### src/rtl/adc_record_reader_if.sv
// adc_record_reader_if: capture-RAM read port plus the sample stream handshake.
// master = reader side, slave = RAM/stream-sink side.
interface adc_record_reader_if;
    logic [14:0] oRAddr;
    logic        oRDEN;
    logic [63:0] iRAMData0;
    logic [31:0] iRAMData1;
    logic [15:0] oSample;
    logic [2:0]  oChan;
    logic        oValid;
    logic        iReady;
    logic        oLast;
    modport master (
        output oRAddr, oRDEN, oSample, oChan, oValid, oLast,
        input  iRAMData0, iRAMData1, iReady
    );
    modport slave (
        input  oRAddr, oRDEN, oSample, oChan, oValid, oLast,
        output iRAMData0, iRAMData1, iReady
    );
endinterface

### src/rtl/adc_record_reader.sv
// adc_record_reader: reads 96-bit capture words and streams eight 12-bit channels per word.
// Define READER_SIGN_EXT_EN to sign-extend samples instead of zero-extending them.
module adc_record_reader #(
    parameter int RAM_LATENCY = 2
) (
    input  logic                       adc_clkinp,
    input  logic                       iRstN,
    input  logic [7:0]                 iRcvInterrupt,
    input  logic [15:0]                iRecLength,
    input  logic                       iAbort,
    adc_record_reader_if.master        bus,
    output logic                       oBusy,
    output logic                       oDone
);
    typedef enum logic [2:0] {IDLE, FETCH, WAIT, SERIAL, DONE} state_t;
    state_t      state_q, state_d;
    logic [14:0] len_q, len_d, w_q, w_d, raddr_q, raddr_d;
    logic [2:0]  c_q, c_d, cnt_q, cnt_d, chan_q, chan_d;
    logic [95:0] hold_q, hold_d;
    logic [15:0] sample_q, sample_d;
    logic [11:0] ch;
    logic        irq_low_q, irq_low_d, rden_q, rden_d, valid_q, valid_d;
    logic        last_q, last_d, busy_q, busy_d, done_q, done_d, start;
    logic        unused_irq;
    assign unused_irq = ^iRcvInterrupt[7:1];
    // irq_low_q only arms after a low level is seen, so a level high out of reset never starts
    assign start = iRcvInterrupt[0] & irq_low_q;
    always_comb begin
        state_d   = state_q;
        len_d     = len_q;
        w_d       = w_q;
        c_d       = c_q;
        cnt_d     = cnt_q;
        hold_d    = hold_q;
        irq_low_d = ~iRcvInterrupt[0];
        if (iAbort)
            state_d = IDLE;
        else
            case (state_q)
                IDLE: if (start) begin
                    len_d   = iRecLength > 16'd16384 ? 15'd16384 : iRecLength[14:0];
                    w_d     = '0;
                    c_d     = '0;
                    state_d = iRecLength == 16'd0 ? DONE : FETCH;
                end
                FETCH: begin
                    cnt_d   = '0;
                    state_d = WAIT;
                end
                WAIT: if (cnt_q == 3'(RAM_LATENCY - 1)) begin
                    hold_d  = {iRAMData1_w(), bus.iRAMData0};
                    c_d     = '0;
                    state_d = SERIAL;
                end else begin
                    cnt_d = cnt_q + 3'd1;
                end
                SERIAL: if (bus.iReady) begin
                    c_d = c_q + 3'd1;
                    if (c_q == 3'd7) begin
                        w_d     = w_q + 15'd1;
                        state_d = w_q + 15'd1 < len_q ? FETCH : DONE;
                    end
                end
                DONE: state_d = IDLE;
                default: state_d = IDLE;
            endcase
        // channel n sits at bits [12n+11:12n] of {D1,D0}
        ch       = hold_d[7'(c_d) * 7'd12 +: 12];
        valid_d  = state_d == SERIAL;
        chan_d   = valid_d ? c_d : 3'd0;
`ifdef READER_SIGN_EXT_EN
        sample_d = valid_d ? {{4{ch[11]}}, ch} : 16'd0;
`else
        sample_d = valid_d ? {4'd0, ch} : 16'd0;
`endif
        last_d   = valid_d && c_d == 3'd7 && w_d == len_d - 15'd1;
        rden_d   = state_d == FETCH;
        raddr_d  = rden_d ? w_d : raddr_q;
        busy_d   = state_d != IDLE;
        done_d   = state_q == DONE && !iAbort;
    end
    function automatic logic [31:0] iRAMData1_w();
        return bus.iRAMData1;
    endfunction
    always_ff @(posedge adc_clkinp or negedge iRstN) begin
        if (!iRstN) begin
            state_q   <= IDLE;
            len_q     <= '0;
            w_q       <= '0;
            c_q       <= '0;
            cnt_q     <= '0;
            hold_q    <= '0;
            irq_low_q <= 1'b0;
            raddr_q   <= '0;
            rden_q    <= 1'b0;
            sample_q  <= '0;
            chan_q    <= '0;
            valid_q   <= 1'b0;
            last_q    <= 1'b0;
            busy_q    <= 1'b0;
            done_q    <= 1'b0;
        end else begin
            state_q   <= state_d;
            len_q     <= len_d;
            w_q       <= w_d;
            c_q       <= c_d;
            cnt_q     <= cnt_d;
            hold_q    <= hold_d;
            irq_low_q <= irq_low_d;
            raddr_q   <= raddr_d;
            rden_q    <= rden_d;
            sample_q  <= sample_d;
            chan_q    <= chan_d;
            valid_q   <= valid_d;
            last_q    <= last_d;
            busy_q    <= busy_d;
            done_q    <= done_d;
        end
    end
    assign bus.oRAddr  = raddr_q;
    assign bus.oRDEN   = rden_q;
    assign bus.oSample = sample_q;
    assign bus.oChan   = chan_q;
    assign bus.oValid  = valid_q;
    assign bus.oLast   = last_q;
    assign oBusy       = busy_q;
    assign oDone       = done_q;
endmodule

### src/flat_wrapper.sv
// flat-port wrapper written by rule: the top's interface ports become plain ports
module adc_record_reader_flat 
#(
    parameter int RAM_LATENCY = 2
)
  (adc_clkinp, iRstN, iRcvInterrupt, iRecLength, iAbort, oBusy, oDone, bus_oRAddr, bus_oRDEN, bus_oSample, bus_oChan, bus_oValid, bus_oLast, bus_iRAMData0, bus_iRAMData1, bus_iReady);
  adc_record_reader_if bus_i ();
  input  logic adc_clkinp;
  input  logic iRstN;
  input  logic [7:0] iRcvInterrupt;
  input  logic [15:0] iRecLength;
  input  logic iAbort;
  output logic oBusy;
  output logic oDone;
  output wire logic [$bits(bus_i.oRAddr)-1:0] bus_oRAddr;
  output wire logic [$bits(bus_i.oRDEN)-1:0] bus_oRDEN;
  output wire logic [$bits(bus_i.oSample)-1:0] bus_oSample;
  output wire logic [$bits(bus_i.oChan)-1:0] bus_oChan;
  output wire logic [$bits(bus_i.oValid)-1:0] bus_oValid;
  output wire logic [$bits(bus_i.oLast)-1:0] bus_oLast;
  input wire logic [$bits(bus_i.iRAMData0)-1:0] bus_iRAMData0;
  input wire logic [$bits(bus_i.iRAMData1)-1:0] bus_iRAMData1;
  input wire logic [$bits(bus_i.iReady)-1:0] bus_iReady;
  assign bus_oRAddr = bus_i.oRAddr;
  assign bus_oRDEN = bus_i.oRDEN;
  assign bus_oSample = bus_i.oSample;
  assign bus_oChan = bus_i.oChan;
  assign bus_oValid = bus_i.oValid;
  assign bus_oLast = bus_i.oLast;
  assign bus_i.iRAMData0 = bus_iRAMData0;
  assign bus_i.iRAMData1 = bus_iRAMData1;
  assign bus_i.iReady = bus_iReady;
  adc_record_reader #(.RAM_LATENCY(RAM_LATENCY)) u_core (.adc_clkinp(adc_clkinp), .iRstN(iRstN), .iRcvInterrupt(iRcvInterrupt), .iRecLength(iRecLength), .iAbort(iAbort), .bus(bus_i), .oBusy(oBusy), .oDone(oDone));
endmodule
### config.mk
export PLATFORM = sky130hd
export DESIGN_NAME = adc_record_reader_flat
export DESIGN_NICKNAME = d
export VERILOG_FILES = /design/src/rtl/adc_record_reader_if.sv /design/src/rtl/adc_record_reader.sv /design/src/flat_wrapper.sv
export SDC_FILE = /design/constraint.sdc
export NUM_CORES = 1
export LEC_CHECK = 0
export ABC_CLOCK_PERIOD_IN_PS = 3700
export BUFFER_PORTS_ARGS = -buffer_cell sky130_fd_sc_hd__buf_2
export CORE_ASPECT_RATIO = 0.6
export CORE_MARGIN = 1
export CORE_UTILIZATION = 30
export DETAILED_ROUTE_END_ITERATION = 10
export PLACE_DENSITY = 0.61
export SYNTH_ARGS = -nofsm -noshare
export SYNTH_HDL_FRONTEND = slang
export SYNTH_SLANG_ARGS = --single-unit
### constraint.sdc
create_clock -name adc_clkinp -period 3.7 [get_ports adc_clkinp]
set_input_delay 0.555 -clock adc_clkinp [delete_from_list [all_inputs] [get_ports adc_clkinp]]
set_output_delay 0.555 -clock adc_clkinp [all_outputs]
set_load 0.1 [all_outputs]
# --- After elaboration in Yosys (flattened, before gate mapping) ---
# Cells that the tools add are included.
classes:
  n_lt_le_gt_ge: 2
  n_addsub: 4
  mux: 29
  n_reduce_logical: 9
  eq_ne: 11
  n_bitwise: 3
  shifts: 1
  n_mul: 1
ops:
  columns: ["op", "n"]
  rows:
  - ["two-way mux 96 bit", 3]
  - ["two-way mux 15 bit", 8]
  - ["indexed part select 96 x 8 -> 12 bit", 1]
  - ["two-way mux 3 bit", 13]
  - ["case mux 15 bit (2 select lines)", 1]
  - ["greater-than comparator 16 x 15 -> 1 bit (second input constant)", 1]
  - ["logical NOT 16 bit", 1]
  - ["adder 15 x 1 -> 15 bit (second input constant)", 1]
  - ["equality test 15 bit", 1]
  - ["< comparator 15 bit", 1]
  - ["subtractor 15 x 1 -> 15 bit (second input constant)", 1]
  - ["two-way mux 12 bit", 1]
  - ["case mux 3 bit (4 select lines)", 1]
  - ["equality test 3 x 1 -> 1 bit (second input constant)", 3]
  - ["equality test 3 x 2 -> 1 bit (second input constant)", 3]
  - ["equality test 3 bit (second input constant)", 3]
  - ["case mux 3 bit (3 select lines)", 1]
  - ["adder 3 x 1 -> 3 bit (second input constant)", 2]
  - ["case mux 3 bit (2 select lines)", 1]
  - ["multiplier 3 x 2 -> 5 bit (second input constant)", 1]
  - ["logical AND 1 bit", 3]
  - ["logical NOT 3 bit", 1]
  - ["AND reduction 3 bit", 1]
  - ["nonzero test 3 bit", 1]
  - ["other kinds (5)", 6]
totals:
  ff_bits: 175
  output_inout_bits: 39
  input_bits: 124
  word_cells: 75

# --- Logic depth before layout (Yosys ltp) ---
# Gate-level depths: netlist (run 1).
logic_depth:
  ltp_word: 10
  mapped_depth: 15

# --- Least setup slack after synthesis (run 1) ---
# Ideal clock, no wire load.
synth_timing:
  kind: "register -> register"
  start: "reg u_core.w_q[2]"
  end: "reg u_core.raddr_q[10] (netlist: u_core.bus.oRAddr[10])"
  synth_period_minus_slack_ns: 3.656
  setup_ns: 0.125
  arrival_ns: 3.530
  slack_ns: 0.044
  path_buffers: 3
  path_stages_with_launch: 16
  path_cell_list: "dfrtp_1 > buf_2 > and4_1 > clkbuf_1 > nand4_1 > xnor2_1 > ha_1 > a21o_1 > a21o_1 > a21o_1 > a21o_1 > o2111ai_1 > a31oi_1 > a21oi_1 > buf_2 > mux2_2"
synth_between:
  elab_chain_cells: 8
  elab_cells_between_ends: 12
  classes_between: "add/sub: 1; order compare: 1; eq/ne: 1; mux: 9"
synth_rtl:
  columns: ["element", "line_no", "source"]
  rows:
  - ["start, declared", "adc_record_reader.sv:17", "logic [14:0] len_q, len_d, w_q, w_d, raddr_q, raddr_d;"]
  - ["start signal, assigned", "adc_record_reader.sv:105", "w_q <= w_d;"]
  - ["adder 15 x 1 -> 15 bit", "adc_record_reader.sv:61", "state_d = w_q + 15'd1 < len_q ? FETCH : DONE;"]
  - ["< comparator 15 bit", "adc_record_reader.sv:61", null]
  - ["two-way mux 3 bit", "adc_record_reader.sv:61", null]
  - ["two-way mux 3 bit", "adc_record_reader.sv:59", "if (c_q == 3'd7) begin"]
  - ["two-way mux 3 bit", "adc_record_reader.sv:57", "SERIAL: if (bus.iReady) begin"]
  - ["case mux 3 bit (4 select lines)", "adc_record_reader.sv:39", "case (state_q)"]
  - ["two-way mux 3 bit", "adc_record_reader.sv:36", "if (iAbort)"]
  - ["equality test 3 x 1 -> 1 bit", "adc_record_reader.sv:77", "rden_d = state_d == FETCH;"]
  - ["named net u_core.rden_d", "adc_record_reader.sv:22", "logic irq_low_q, irq_low_d, rden_q, rden_d, valid_q, valid_d;"]
  - ["end signal, assigned", "adc_record_reader.sv:110", "raddr_q <= raddr_d;"]
  - ["end, declared", "adc_record_reader.sv:17", null]
# The timed path passes the listed nets, and every way through them passes these cells.
# A chain may end at the register's enable or synchronous reset.

# --- Final worst setup path (run 1) ---
layout_timing:
  start: "reg u_core.w_q[1]"
  end: "reg u_core.raddr_q[8] (netlist: u_core.bus.oRAddr[8])"
layout_between:
  elab_chain_cells: 8
  elab_cells_between_ends: 12
  classes_between: "add/sub: 1; order compare: 1; eq/ne: 1; mux: 9"
layout_rtl:
  columns: ["element", "line_no"]
  rows:
  - ["adder 15 x 1 -> 15 bit (*)", "adc_record_reader.sv:60, adc_record_reader.sv:61"]
  - ["< comparator 15 bit", "adc_record_reader.sv:61"]
  - ["two-way mux 3 bit", "adc_record_reader.sv:61"]
  - ["two-way mux 3 bit", "adc_record_reader.sv:59"]
  - ["two-way mux 3 bit", "adc_record_reader.sv:57"]
  - ["case mux 3 bit (4 select lines)", "adc_record_reader.sv:39"]
  - ["two-way mux 3 bit", "adc_record_reader.sv:36"]
  - ["equality test 3 x 1 -> 1 bit", "adc_record_reader.sv:77"]
# Every way passes the cells marked *; elsewhere a longest branch is shown, timed or not.

==> results of run 1 <==
[logic make-up after synthesis]
| logic type | after synthesis | synth area share [%] |
|---|---|---|
| DFF | 171 | 48.0 |
| adders and majority gates | 20 | 2.81 |
| AOI/OAI and AO/OA | 152 | 11.4 |
| buffers and inverters | 82 | 4.14 |
| xor gates and xnor gates | 33 | 3.41 |
| other | 1 | 0.0421 |
| and+or+nand+nor | 167 | 10.3 |
| muxes | 161 | 19.9 |
[metal layers]
layer	up-vias	part of all wire (%)
li1	3244	-
met1	3452	53
met2	206	38
met3	19	8.2
met4	0	1.0
met5	-	0
[cells in the mapped netlist, drive strengths merged, types with 6 or more instances]
master / n / area (um2)
dfrtp: 171 / 4280
mux2: 126 / 1420
nand2: 49 / 184
o21ai: 48 / 240
mux2i: 35 / 350
inv: 33 / 124
buf: 31 / 178
a21oi: 27 / 135
nor2: 23 / 86.3
ha: 20 / 250
xnor2: 20 / 175
clkbuf: 18 / 67.6
nand4: 16 / 100
a211oi: 15 / 113
nand3: 12 / 60.1
xor2: 12 / 105
nor3: 11 / 55.1
o211ai: 7 / 52.6
a21o: 6 / 45.0
a31oi: 6 / 37.5
and2: 6 / 37.5
o22ai: 6 / 37.5
or3: 6 / 37.5
[stage by stage]
step                      hold WS [ps]  instances  instance area, um2  utilization [%]
after CTS                         60.4       1393               11100             38.5
after global routing              82.0       1393               11200             38.5
after detailed placement           482       1361               10500             36.4
final                             62.5       1393               11200             38.5
after global placement             478       1361               10500             36.4
after floorplan                    259        790                8920                -
[final cells by class]
class	count	area (um2)
Sequential cell	171	4280
Inverter	33	124
Clock buffer	20	457
Timing Repair Buffer	220	1350
Multi-Input combinational cell	537	4310
Tap cell	400	500
Clock inverter	12	139
Fill cell	2892	17800
[sequential cells by signal, summed over array words and instances, names as in the netlist]
signal	flops
u_core.bus.oChan	3
u_core.bus.oLast	1
u_core.bus.oRAddr	15
u_core.bus.oRDEN	1
u_core.bus.oSample	12
u_core.bus.oValid	1
u_core.c_q	3
u_core.cnt_q	3
u_core.hold_q	96
u_core.irq_low_q	1
u_core.len_q	15
u_core.oBusy	1
u_core.oDone	1
u_core.state_q	3
u_core.w_q	15
[power by group]
group	total, mW	switching, mW	leakage (nW)	internal, mW
clock network	1.85	0.809	0.280	1.04
registers	2.38	0.119	2.32	2.26
logic	1.55	0.851	2.73	0.704
total	5.78	1.78	5.33	4.00
[worst paths after layout]
kind | startpoint | end | slack, ps
min in group adc_clkinp | iRcvInterrupt[0] | u_core.irq_low_q | 340
min reg2reg | u_core.hold_q[34] | u_core.hold_q[34] | 500
max in group asynchronous | iRstN | u_core.hold_q[91] | 2790
max reg2reg | u_core.w_q[1] | u_core.bus.oRAddr[8] | 260
min | iRstN | u_core.bus.oRAddr[1] | 60
max | u_core.w_q[1] | u_core.bus.oRAddr[8] | 260
[critical path: stages, from the launching register on]
cell	delay (ps)
dfrtp_1	480
ha_2	290
nand4_1	150
xnor2_1	160
ha_1	290
a21o_1	160
a21o_1	190
a21o_1	170
a21o_1	170
o2111ai_1	190
buf_4	160
nand4_1	110
a21oi_2	230
buf_4	220
mux2_2	350
[timing repair]
| item | CTS | global route |
|---|---|---|
| hold endpoints to repair | 0 | 0 |
| gates resized for setup | 0 | 4 |
| setup buffers | 0 | 0 |
| setup endpoints to repair | 0 | 15 |
==> reports/qor.csv, run 1 <==
metric,value,unit
Worst-Margin Slew,928,ps
IO Count,163,
most frequent cells in the layout,"dfrtp_1, buf_2, mux2_2",
Hold Path Class,in2async,
starting density of the core,30.8,%
Post-Synthesis Cells,787,
maximum VDD drop,0.000235,V
period utilization,93.0,%
# port buffers,151,
Slew headroom,38.0,%
Worst EP required,4030,ps
MaxCap Viol Count,0,
cell area after synthesis,8910,um2
setup tns final,0,ps
status,completed,
Clock transition at path regs,70,ps
drt drc,0,
Num CTS Buffers,17,
Hold Buf Count CTS,0,
first-pass GRT wire length,41300,um
Die Footprint,30400,um2
R2R cell count,14,
nets@finish,1124,
Final Skew,8.68,ps
ys async rst share,100,%
First DRT Iteration DRCs,444,
TritonCTS clock tree,built,
crit path launch type,flop,
Final Hold Fails,0,
Crit Path Class,reg2reg,
"commonest non-fill, non-tap cell in the layout",dfrtp_1,
final wirelength,27400,um
# diodes,0,
M2 GR Usage,23.2,%
routed via count,6921,
largest net degree at the start of global routing,61,
sequential share of the synthesized area,48.0,%
clock sinks,171,
clock latency on the worst-skew pair,440,ps
per-cell routed wire length,19.6,um
post-DP HPWL,20800,um
met3 Track Usage GR,6.51,%
DRT Pass-1 Iters,5,
synth warn,0,
die height,135,um
remaining global-route overflow,0,
ANT nets after route,0,
Leak,5.33,nW
vias in the first global route,6819,
CP Capture Type,flop,
worst slack at placement,161,ps
RSZ-0062 raised after global routing,false,
FP Rows,48,
H-tree depth,4,
area grow syn2layout,25.2,%
total global-route track usage,18.4,%
Post-synth EDFFs,0,
RePlAce Congestion,0.947,
# setup viols final,0,
pins over their slew limit,0,
pwr dens,518,nW/um2
DR vias/cell,4.97,
post-route setup slack,259,ps
core area,28900,um2
"Avg Cell Area, Syn",11.3,um2
Peak Freq,291,MHz
final critical-path required period,3440,ps
met1 usage,28.9,%
critical path data arrival time,3770,ps
Clock Tree Buf Depth,2,
initial antenna violation count,0,
Pwr Total,5.78,mW
Crit Path Max Fanout,7,
Top Usage Layer GRT,met1,
Most used DFF post-synth,dfrtp_1,
Seq cells post-synth,171,
share of layout cells above drive strength 1,39.7,%
Root Buffer,clkbuf_16,
die width,224,um
Netlist cell types,68,
(Power assumes the default switching activity.)
==> inputs of run 2 (changes only) <==
- RECOVER_POWER: not set -> 100
==> run 2 against run 1 <==
Compared with the run above:
- the flow now finishes with violations (capacitance limit, slew limit)
- fmax down 2.6%
- clock-buffer cell count unchanged
- register-to-register slack worse by 90 ps
- design area down 0.99%
- largest cell class unchanged
==> reports/qor.csv, run 2 (same netlist as run 1, synthesis figures left out) <==
metric,value,unit,change
final critical-path required period,3530,ps,+93.3 ps
DR vias/cell,4.97,,about the same
Final Skew,8.98,ps,+0.297 ps
pins over their slew limit,46,,+46
M2 GR Usage,23.2,%,unchanged
setup tns final,0,ps,unchanged
Num CTS Buffers,17,,unchanged
# setup viols final,0,,unchanged
drt drc,0,,unchanged
remaining global-route overflow,0,,unchanged
post-DP HPWL,20800,um,unchanged
post-route setup slack,166,ps,-93.3 ps
share of layout cells above drive strength 1,30.1,%,-9.6 points
Crit Path Class,reg2reg,,
failing checks,"capacitance limit, slew limit",,
ANT nets after route,0,,unchanged
"Critical Path, Cell by Cell",clkbuf_1 > or3b_2 > o221ai_1 > o21ai_0 > nand2_2 > buf_12 > mux2i_1 > o21ai_0 > a21oi_1 > a211oi_1,,
switching share of power,31.0,%,+0.24 points
hold path start,bus_iRAMData0[5],,
Clock Tree Buf Depth,2,,unchanged
area grow syn2layout,23.9,%,
Worst EP required,3980,ps,-50 ps
RePlAce Congestion,0.947,,unchanged
die height,135,um,unchanged
Hold Path Class,in2reg,,
max incr delay on CP,530,ps,+50 ps
period utilization,95.5,%,+2.5 points
Worst-Margin Slew,2880,ps,+1960 ps
CP bufs+invs,2,,unchanged
core area,28900,um2,unchanged
cell family with most CP delay,compound AO/OA/AOI/OAI gates,,
largest net degree at the start of global routing,61,,unchanged
post-CTS setup buffers,0,,unchanged
Top reg by flops,u_core.hold_q,,
WHS Endpoint,u_core.hold_q[5],,
pwr dens,519,nW/um2,+0.13%
met1 usage,28.9,%,unchanged
CP max stage cell,or3b_2,,
maximum VDD drop,0.000235,V,about the same
Die Footprint,30400,um2,unchanged
first-pass GRT wire length,41300,um,unchanged
First DRT Iteration DRCs,472,,+6.3%
clock latency on the worst-skew pair,440,ps,about the same
Psw,1.78,mW,about the same
final wirelength,27500,um,+0.33%
reg2reg end,u_core.bus.oSample[8],,
vias in the first global route,6819,,unchanged
Top Usage Layer GRT,met1,,
# port buffers,151,,unchanged
Combinational Power Share,26.3,%,-0.6 points
starting density of the core,30.8,%,unchanged
H-tree depth,4,,unchanged
Final Hold Fails,0,,unchanged
clock sinks,171,,unchanged
Critical Path Most Common Cell,o21ai_0,,
FP Rows,48,,unchanged
DRT Pass-1 Iters,5,,unchanged
MaxCap Viol Count,1,,+1
Reg power frac,41.4,%,+0.3 points
met3 Track Usage GR,6.51,%,unchanged
max reg flops,96,,unchanged
nets@finish,1124,,unchanged
Clock transition at path regs,70,ps,about the same
total global-route track usage,18.4,%,unchanged
Root Buffer,clkbuf_16,,
most frequent cells in the layout,"dfrtp_1, buf_2, mux2_2",,
RSZ-0062 raised after global routing,false,,
initial antenna violation count,0,,unchanged
"reg-to-reg slack, setup",170,ps,-90 ps
hold depth,2,,
Clk pwr share,32.2,%,+0.2 points
Leak,5.16,nW,-3.1%
FF-to-FF Start,u_core.state_q[1],,
TritonCTS clock tree,built,,
per-cell routed wire length,19.7,um,+0.33%
Slew headroom,-92.2,%,-130 points
routed via count,6923,,+0.029%
crit path launch type,flop,,
internal power,3.95,mW,-1.2%
Layout Utilization,38.1,%,-0.38 points
"commonest non-fill, non-tap cell in the layout",dfrtp_1,,
Crit Path Max Fanout,42,,+35
CP Capture Type,flop,,
worst slack at placement,161,ps,unchanged
R2R cell count,10,,-4
Peak Freq,283,MHz,-2.6%
status,finished with violations,,
die width,224,um,unchanged
# diodes,0,,unchanged
critical path data arrival time,3820,ps,+50 ps
IO Count,163,,unchanged
## run 2: per-stage QoR
step	hold WS (ps)	cell area, um2	instances	total power [mW]
after detailed placement	482	10500	1361	3.96
final	352	11000	1393	5.73
after global routing	333	11000	1393	6.06
after CTS	60.4	11100	1393	5.84
after global placement	478	10500	1361	3.91
after floorplan	259	8920	790	3.39
## run 2: final cells by class
class / count / area (um2)
fillers: 2926 / 17900
multi-input cells: 537 / 4310
flip-flops and latches: 171 / 4280
repair buffers: 220 / 1240
well taps: 400 / 500
clock buffers: 20 / 457
clock inverters: 12 / 139
inverters: 33 / 124
## run 2: how the worst max path moves through the flow
stage | startpoint | slack [ps] | cells after the start | end
6_report | u_core.state_q[1] | 170 | 10 | u_core.bus.oSample[8]
5_1_grt | u_core.w_q[1] | 10 | 14 | u_core.bus.oRAddr[5]
4_1_cts | u_core.w_q[1] | 140 | 14 | u_core.bus.oRAddr[4]
3_5_place_dp | u_core.w_q[1] | 160 | 14 | u_core.bus.oRAddr[1]
3_3_place_gp | u_core.w_q[1] | 180 | 14 | u_core.bus.oRAddr[3]
2_1_floorplan | u_core.w_q[2] | 40 | 15 | u_core.bus.oRAddr[10]
## run 2: timing repair
item                       4_1_cts  5_1_grt
setup endpoints to repair        0       15
hold buffers                     0        0
gates resized for setup          0        4
## run 2: routing by layer
metal  share of wire (%)  wire length, um  up-vias
met5                   0                0        -
met1                  52            14300     3446
li1                    -                -     3248
met2                  38            10600      214
met4                0.85              232        0
met3                 8.6             2360       15
## run 2: power by group through the flow
stage | logic, mW | clock network (mW) | registers, mW
floorplan | 0.963 | 0 | 2.43
global placement | 1.52 | 0 | 2.39
detailed placement | 1.55 | 0 | 2.42
CTS | 1.56 | 1.90 | 2.38
global route | 1.66 | 1.98 | 2.41
finish | 1.51 | 1.85 | 2.37
